## config.mk

```make
export PLATFORM = sky130hd
export DESIGN_NAME = irq_timer_flat
export DESIGN_NICKNAME = d
export VERILOG_FILES = /design/src/rtl/irq_timer_if.sv /design/src/rtl/irq_timer.sv /design/src/flat_wrapper.sv
export SDC_FILE = /design/constraint.sdc
export NUM_CORES = 1
export LEC_CHECK = 0
export CORE_ASPECT_RATIO = 1.5
export CORE_UTILIZATION = 35
export CTS_BUF_LIST = sky130_fd_sc_hd__clkbuf_16
export CTS_CLUSTER_SIZE = 8
export DETAILED_ROUTE_END_ITERATION = 7
export HOLD_SLACK_MARGIN = 0.08
export PLACE_DENSITY = 0.53
export RECOVER_POWER = 100
export SLEW_MARGIN = 40
export SYNTH_ARGS = -nofsm -noshare
export SYNTH_HDL_FRONTEND = slang
export SYNTH_SLANG_ARGS = --single-unit
```

## constraint.sdc

```tcl
create_clock -name clk -period 5.3 [get_ports clk]
set_clock_uncertainty 0.05 [all_clocks]
set_input_delay 0.53 -clock clk [delete_from_list [all_inputs] [get_ports clk]]
set_output_delay 0.53 -clock clk [all_outputs]
set_load 0.02 [all_outputs]
```

## src/rtl/irq_timer_if.sv

```systemverilog
// Device-bridge port bundle for irq_timer: register bus plus the interrupt line.
interface irq_timer_if;
  // No valid/ready pair: we is a one-cycle write strobe taken at posedge clk,
  // rdata always reflects the register selected by addr, irq is level output.
  logic [1:0]  addr;
  logic        we;
  logic [31:0] wdata;
  logic [31:0] rdata;
  logic        irq;

  modport master (
    output addr,
    output we,
    output wdata,
    input  rdata,
    input  irq
  );

  modport slave (
    input  addr,
    input  we,
    input  wdata,
    output rdata,
    output irq
  );
endinterface

```

## src/rtl/irq_timer.sv

```systemverilog
// Memory-mapped countdown timer driving one CP0 hardware-interrupt bit.
// Build option IRQ_TIMER_STATUS_EN adds a STATUS register at addr 3 with write-1-to-clear.
module irq_timer #(
  parameter logic [31:0] RESET_PRESET = 32'd0,
  parameter int          CNT_W        = 32
) (
  input  logic       clk,
  input  logic       reset,
  irq_timer_if.slave bus,
  output logic [1:0] dbg_state
);

  typedef enum logic [1:0] {
    IDLE = 2'd0,
    LOAD = 2'd1,
    CNT  = 2'd2,
    INT  = 2'd3
  } state_t;

  state_t             state_q, state_d;
  logic               en_q, en_d;
  logic [1:0]         mode_q, mode_d;
  logic               im_q, im_d;
  logic [CNT_W-1:0]   preset_q, preset_d;
  logic [CNT_W-1:0]   count_q, count_d;
  logic               flag_q, flag_d;

  logic               wr_ctrl;
  logic               wr_preset;
  logic               flag_set;
  logic               flag_auto_clr;
  logic               flag_bus_clr;

  assign wr_ctrl   = bus.we && (bus.addr == 2'd0);
  assign wr_preset = bus.we && (bus.addr == 2'd1);

`ifdef IRQ_TIMER_STATUS_EN
  assign flag_bus_clr = bus.we && (bus.addr == 2'd3) && bus.wdata[0];
`else
  assign flag_bus_clr = wr_ctrl || wr_preset;
`endif

  always_comb begin
    state_d       = state_q;
    en_d          = en_q;
    mode_d        = mode_q;
    im_d          = im_q;
    preset_d      = preset_q;
    count_d       = count_q;
    flag_set      = 1'b0;
    flag_auto_clr = 1'b0;

    case (state_q)
      IDLE: begin
        if (en_q) state_d = LOAD;
      end
      LOAD: begin
        count_d = preset_q;
        state_d = CNT;
      end
      CNT: begin
        if (!en_q) begin
          state_d = IDLE;
        end else if (count_q > CNT_W'(1)) begin
          count_d = count_q - CNT_W'(1);
        end else begin
          // A preset of 0 lands here too, so it fires like a preset of 1.
          count_d  = '0;
          flag_set = 1'b1;
          state_d  = INT;
        end
      end
      INT: begin
        if (mode_q == 2'd1) begin
          flag_auto_clr = 1'b1;
          state_d       = LOAD;
        end else begin
          en_d    = 1'b0;
          state_d = IDLE;
        end
      end
      default: state_d = IDLE;
    endcase

    // Bus writes come after the FSM so a CTRL write overrides the one-shot EN clear.
    if (wr_ctrl) begin
      en_d   = bus.wdata[0];
      mode_d = bus.wdata[2:1];
      im_d   = bus.wdata[3];
    end
    if (wr_preset) preset_d = bus.wdata[CNT_W-1:0];

    // Set has priority over every clear so an interrupt is never dropped.
    if (flag_set) begin
      flag_d = 1'b1;
    end else if (flag_auto_clr || flag_bus_clr) begin
      flag_d = 1'b0;
    end else begin
      flag_d = flag_q;
    end
  end

  always_ff @(posedge clk) begin
    if (reset) begin
      state_q  <= IDLE;
      en_q     <= 1'b0;
      mode_q   <= 2'd0;
      im_q     <= 1'b0;
      preset_q <= RESET_PRESET[CNT_W-1:0];
      count_q  <= '0;
      flag_q   <= 1'b0;
    end else begin
      state_q  <= state_d;
      en_q     <= en_d;
      mode_q   <= mode_d;
      im_q     <= im_d;
      preset_q <= preset_d;
      count_q  <= count_d;
      flag_q   <= flag_d;
    end
  end

  always_comb begin
    bus.rdata = 32'd0;
    case (bus.addr)
      2'd0: bus.rdata = {28'd0, im_q, mode_q, en_q};
      2'd1: bus.rdata = 32'(preset_q);
      2'd2: bus.rdata = 32'(count_q);
`ifdef IRQ_TIMER_STATUS_EN
      2'd3: bus.rdata = {31'd0, flag_q};
`else
      2'd3: bus.rdata = 32'd0;
`endif
      default: bus.rdata = 32'd0;
    endcase
  end

  assign bus.irq   = flag_q & im_q;
  assign dbg_state = state_q;

endmodule
```

## src/flat_wrapper.sv

```systemverilog
// flat-port wrapper written by rule: the top's interface ports become plain ports
module irq_timer_flat 
#(
  parameter logic [31:0] RESET_PRESET = 32'd0,
  parameter int          CNT_W        = 32
)
  (clk, reset, dbg_state, bus_addr, bus_we, bus_wdata, bus_rdata, bus_irq);
  irq_timer_if bus_i ();
  input  logic clk;
  input  logic reset;
  output logic [1:0] dbg_state;
  input wire logic [$bits(bus_i.addr)-1:0] bus_addr;
  input wire logic [$bits(bus_i.we)-1:0] bus_we;
  input wire logic [$bits(bus_i.wdata)-1:0] bus_wdata;
  output wire logic [$bits(bus_i.rdata)-1:0] bus_rdata;
  output wire logic [$bits(bus_i.irq)-1:0] bus_irq;
  assign bus_i.addr = bus_addr;
  assign bus_i.we = bus_we;
  assign bus_i.wdata = bus_wdata;
  assign bus_rdata = bus_i.rdata;
  assign bus_irq = bus_i.irq;
  irq_timer #(.RESET_PRESET(RESET_PRESET), .CNT_W(CNT_W)) u_core (.clk(clk), .reset(reset), .bus(bus_i), .dbg_state(dbg_state));
endmodule
```

==> impl_metrics.ini <==
[run_status]
status = complete, but fails checks
violations = capacitance limit, slew limit

[cts]
cts_buffers = 9
cts_resized = 0
hold_buffers = 0
clockBufferDepth = 2
cts.sinks = 71
clock_latency_ns = 0.34
cts_setup_buffers = 0
root_buffer = clkbuf_16
cts.htree.levels = 3
cts_tree = done
cts.clk_slew.worst_paths_ns = 0.05

[synthesis]
yosys-top-cells-count = nand2_1, dfxtp_1, a21oi_1
yosys.area.top_type_share = 0.341
ys_seq_area_frac = 0.341
async_flop_share = 0
yosysMostFrequentCell = nand2_1
yosys_warnings = 0
syn_nets = 595
yosysTopAreaCell = dfxtp_1
synth_area_leaders = dfxtp_1, nand2_1, a21oi_1, a22o_1, o21ai_0
syn_area_mm2 = 0.00417
synth_cell_types = 59
ys.flop_type = dfxtp_1
netlist_instances = 556
avgSynthCellArea_um2 = 7.49
synth_edf_count = 0
synth-seq-cells = 71

[floorplanning]
core_mm2 = 0.0115
fp.dieW_um = 91.1
die_h_um = 136
io_pins = 72
rows = 48
start_util = 0.361
dieArea_mm2 = 0.0124

[cells_and_area]
drive_above_1_share = 0.0618
multi_input_area_mm2 = 0.00249
fillers = 1207
area_delta_synth_final_pct = 25.6
seqCellArea_mm2 = 0.00142
diodes = 0
nets = 633

[setup_path]
regToRegSetupSlack_ns = 1.60
crit_path_start_kind = input port
r2r_end = u_core.count_q[15]
rr_startpoint = u_core.count_q[8]
crit_required_ns = 4.72
critPathKind = input port to primary output
arrival_ns = 3.32
cp-end-kind = primary output
crit_fanout = 22
reg2regPathDepth = 5

[drt]
first_iter_violations = 382
routed_wl_mm = 14.1
ant_nets = 0
wl_per_cell_um = 18.9
via_count = 4392
drcViolationCount = 0
dr.pass1.iters = 6
via_per_inst = 5.86

[timing]
slew_headroom = -0.0187
tightest_slew_ns = 1.52
finalCritPeriodShare = 0.735
slew_violations = 22
tns_ns = 0
finalHoldViolations = 0
finalSetupViolCount = 0
period_minus_slack_ns = 3.90
rsz0062_at_grt = false
max_freq_mhz = 257

[grt]
antenna_found_initial = 0
busiest_layer = met2
met3_usage = 0.0359
met2_usage = 0.403
gr-usage-met1 = 0.286
grt_use_total = 0.232
grt_pass1_wl_mm = 22.1
grt_pass1_vias = 4102
grt_max_degree = 72
overflow = 0

[power]
p_per_area_mw_per_mm2 = 292
ir_worst_vdd_uv = 181
design_power_total_w = 0.00153
leakagePower_nw = 1.98

[placed_design]
gp_congestion = 0.806
dp_hpwl_mm = 9.65
portBuffers = 71

[worst_hold_path]
whs_path_depth = 2
hold_start = u_core.preset_q[5]
min_path_type = register to register
min_to = u_core.preset_q[5]

[flow_run]
drv_cap = 1
[final cells by class]
cell class,instances,share of cell area
inverter,9,0.00645
sequential,71,0.272
multi-input combinational,423,0.476
clock buffer,9,0.0430
clock inverter,7,0.0213
tap,150,0.0359
timing repair buffer,80,0.146
[critical path: stages]
cell           delay, ns
dlygate4sd3_1       0.66
nor2b_1             0.82
buf_4               0.42
a22o_1              0.19
dlygate4sd3_1       0.68
[worst max path at each step]
stage                startpoint            end  slack [ns]  cells past startpoint
floorplan           bus_addr[1]  bus_rdata[10]        2.91                      5
global placement    bus_addr[1]  bus_rdata[15]        1.81                      5
detailed placement  bus_addr[1]  bus_rdata[15]        1.75                      5
CTS                 bus_addr[1]  bus_rdata[26]        1.74                      5
global route        bus_addr[1]   bus_rdata[3]        1.27                      6
finish              bus_addr[1]  bus_rdata[26]        1.40                      5
[power breakdown]
group          total (W)  switching, W  internal (W)
registers       0.000570     0.0000208      0.000549
clock network   0.000693      0.000237      0.000456
logic           0.000266      0.000166     0.0000999
total            0.00153      0.000423       0.00111
[placed cells by master, fill, tap and decap left out, drive strengths merged, types with 4 or more instances in the layout]
master         Yosys  layout
and2               4       4
clkdlybuf4s50      0      34
o21ai             38      38
nor2b              5       5
nor2              33      33
a31oi             11      11
dfxtp             71      71
mux2i             10      10
a211oi            11      11
nand3             19      19
nand4             10      10
or4                6       6
or3                8       8
a22o              28      28
o211ai             4       4
nor4              15      15
o31ai              4       4
buf               11       8
dlygate4sd3        0      36
clkbuf            42      11
inv                9       9
nand2             90      90
nor3              21      21
a21oi             59      59
[kinds of logic after synthesis]
group / after synthesis / share of synthesized area
compound gates: 181 / 0.280
simple gates: 227 / 0.279
flops: 71 / 0.341
mux: 10 / 0.0240
buf+inv: 62 / 0.0628
fa+ha+maj: 2 / 0.00601
xor+xnor: 3 / 0.00631
[per-layer routing]
metal  up-vias  part of all wire
li1       2123                 -
met1      2096              0.43
met2       143              0.50
met3        30             0.044
met5         -                 0
met4         0             0.023
[registers in the layout, indices dropped and copies added (netlist names)]
register,count
u_core.count_q,32
u_core.mode_q,2
u_core.flag_q,1
u_core.dbg_state,2
u_core.en_q,1
u_core.im_q,1
u_core.preset_q,32
[per-stage QoR]
step	util	cell area, um2	setup slack (ns)	cells	hold slack [ns]
after global placement	0.426	4910	1.81	733	0.416
after CTS	0.456	5260	1.74	749	0.424
final	0.454	5240	1.40	749	0.423
after global routing	0.454	5240	1.27	749	0.440
after detailed placement	0.427	4920	1.75	733	0.417
after floorplan	-	4170	2.91	556	0.395
No activity file was read; power rests on OpenSTA's default activity.
==> RTL change: new RTL, same settings <==
The option `IRQ_TIMER_STATUS_EN` is turned on by a define.
--- a/src/rtl/irq_timer.sv
+++ b/src/rtl/irq_timer.sv
@@ -1,5 +1,7 @@
 // Memory-mapped countdown timer driving one CP0 hardware-interrupt bit.
 // Build option IRQ_TIMER_STATUS_EN adds a STATUS register at addr 3 with write-1-to-clear.
+`define IRQ_TIMER_STATUS_EN
+
 module irq_timer #(
   parameter logic [31:0] RESET_PRESET = 32'd0,
   parameter int          CNT_W        = 32
Behaviour: not the same (Yosys sat finds a counterexample within 10 cycles, from zero or initial values and one cycle with reset high).
==> RTL change against the unedited design <==
- the run still ends with capacitance limit, slew limit left
- sequential cell count did not move
- synthesized cell count fell by 5.0%
- critical path depth stayed put
- area after synthesis shrank 4.4%
- sequential share of layout area is 0.78 points higher
- maximum frequency down 9.1%
- total power down 1.1%
- setup slack worse by 0.39 ns
- clock power up 6.5%
- via count down 6.5%
- routed wire length decreased by 13%
- hold slack lost 0.0066 ns
- cell area is 2.8% lower
- critical path type unchanged
- largest power group unchanged
- highest routed layer unchanged
==> RTL change: results (changes against the unedited design) <==
| Metric | Value |
|---|---|
| Flop pwr share | 37.4% (about the same) |
| First-iteration detailed-routing DRC count | 244 (-36%) |
| HP Start | u_core.preset_q[1]$_SDFFE_PP0P_ |
| First-pass GRT wire length | 20.31 mm (-8.0%) |
| Share of layout cells above drive strength 1 | 4.861% (-1.3 points) |
| Met3 GRT Util | 2.558% (-1.0 points) |
| Multi-input combinational area share | 46.47% (-1.1 points) |
| Worst R2R End | u_core.count_q[17]$_SDFFE_PP0P_ |
| First-pass iteration count of the detailed router | 4 (-2) |
| DR vias | 4107 (-6.5%) |
| Final number of max-transition violations | 67 (+200%) |
| Worst slew pin tran | 1.682 ns (+0.1595 ns) |
| Multi-input gate count | 407 (-3.8%) |
| PnR worst setup slack | 1.014 ns (-0.3907 ns) |
| Peak VDD IR | 0.1944 mV (+7.4%) |
| Synth Area in Compound Gates | 30.10% (+2.0 points) |
| Dpl cells | 707 (-3.5%) |
| Met1 GRT Util | 27.26% (-1.3 points) |
| Avg WL per Cell | 17.01 um (-9.9%) |
| Final Net Count | 610 (-3.6%) |
| Hold path depth | 2 (unchanged) |
| Pin count of the biggest net entering global routing | 73 (+1.4%) |
| Non-filler cells, final | 723 (-3.5%) |
| Worst path max stage delay | 0.87 ns (+0.05 ns) |
| Pre-CTS setup slack | 1.894 ns (+0.1396 ns) |
| Met2 global-route usage | 37.57% (-2.7 points) |
| Syn Nets | 567 (-4.7%) |
| Commonest cells in the netlist | nand2_1, dfxtp_1, a21oi_1, clkbuf_1, o21ai_0 |
| Leak | 0.001830 uW (-7.5%) |
| R2R Setup Slk | 1.52 ns (-0.08 ns) |
| Clk pwr | 738 uW (+6.5%) |
| Hold Path End | u_core.preset_q[1]$_SDFFE_PP0P_ |
| Worst path top cell family by delay | buffers and inverters |
| Inverters, non-clock | 6 (-3) |
| Fillers | 1177 (-2.5%) |
| Final clock-cell share | 7.081% (+0.65 points) |
| Synth Area in XOR/XNOR | 0.8797% (+0.25 points) |
| Reg2Reg Launch Point | u_core.count_q[14]$_SDFFE_PP0P_ |
| Post-CTS Setup Inserts | 0 (unchanged) |
| NonClk Buf Share | 14.46% (-0.17 points) |
| Cell Int Power | 1136 uW (+2.7%) |
| Post-synthesis mux area share | 3.330% (+0.93 points) |
| All-Layer GR Usage | 22.13% (-1.0 points) |
| Met3 routed wirelength | 416 um (-33%) |
| Final HPWL DP | 8.124 mm (-16%) |
| Outcome | finished, violations left |
| Crit Path Max Fanout | 21 (-4.5%) |
| Max-cap violation count | 2 (+1) |
| Post-Synth Adder-Cell Area | 0.6283% (+0.028 points) |
| Area contributors post-synth | dfxtp_1, nand2_1, a21oi_1 |
| Vias in the first global route | 4026 (-1.9%) |
| GPL Wtd Cong | 0.8404 (+4.3%) |
| M1 WL | 5.324 mm (-13%) |
| Sequential fraction of the synthesis area | 35.69% (+1.6 points) |
| Count of plain and timing-repair buffers | 76 (-5.0%) |
| Failing checks | capacitance limit, slew limit |
## RTL change: cell count changes after synthesis, moves of 6 or more
| cell | unedited run | this run |
|---|---|---|
| a211oi_1 | 11 | 20 |
| a21oi_1 | 59 | 53 |
| nand2_1 | 90 | 103 |
| nand3_1 | 18 | 11 |
| nor3_1 | 20 | 13 |
## RTL change: worst reg2reg max path: cells and delay by family (launching register included)
kind / cells / cell delay [ns]
AO/OA/AOI/OAI: 3 / 1.84
flip-flops: 1 / 0.37
AND/OR/NAND/NOR: 2 / 1.42
## RTL change: through the flow
stage | hold WS [ns] | total power, uW | utilization, % | instance area [sq um]
2_1_floorplan | 0.3959 | 714.3 | - | 3983
6_report | 0.4162 | 1512 | 46.03 | 5089
5_1_grt | 0.4457 | 1564 | 46.03 | 5089
3_5_place_dp | 0.4136 | 790.6 | 43.02 | 4756
3_3_place_gp | 0.4070 | 787.0 | 42.94 | 4747
4_1_cts | 0.4214 | 1532 | 46.28 | 5116
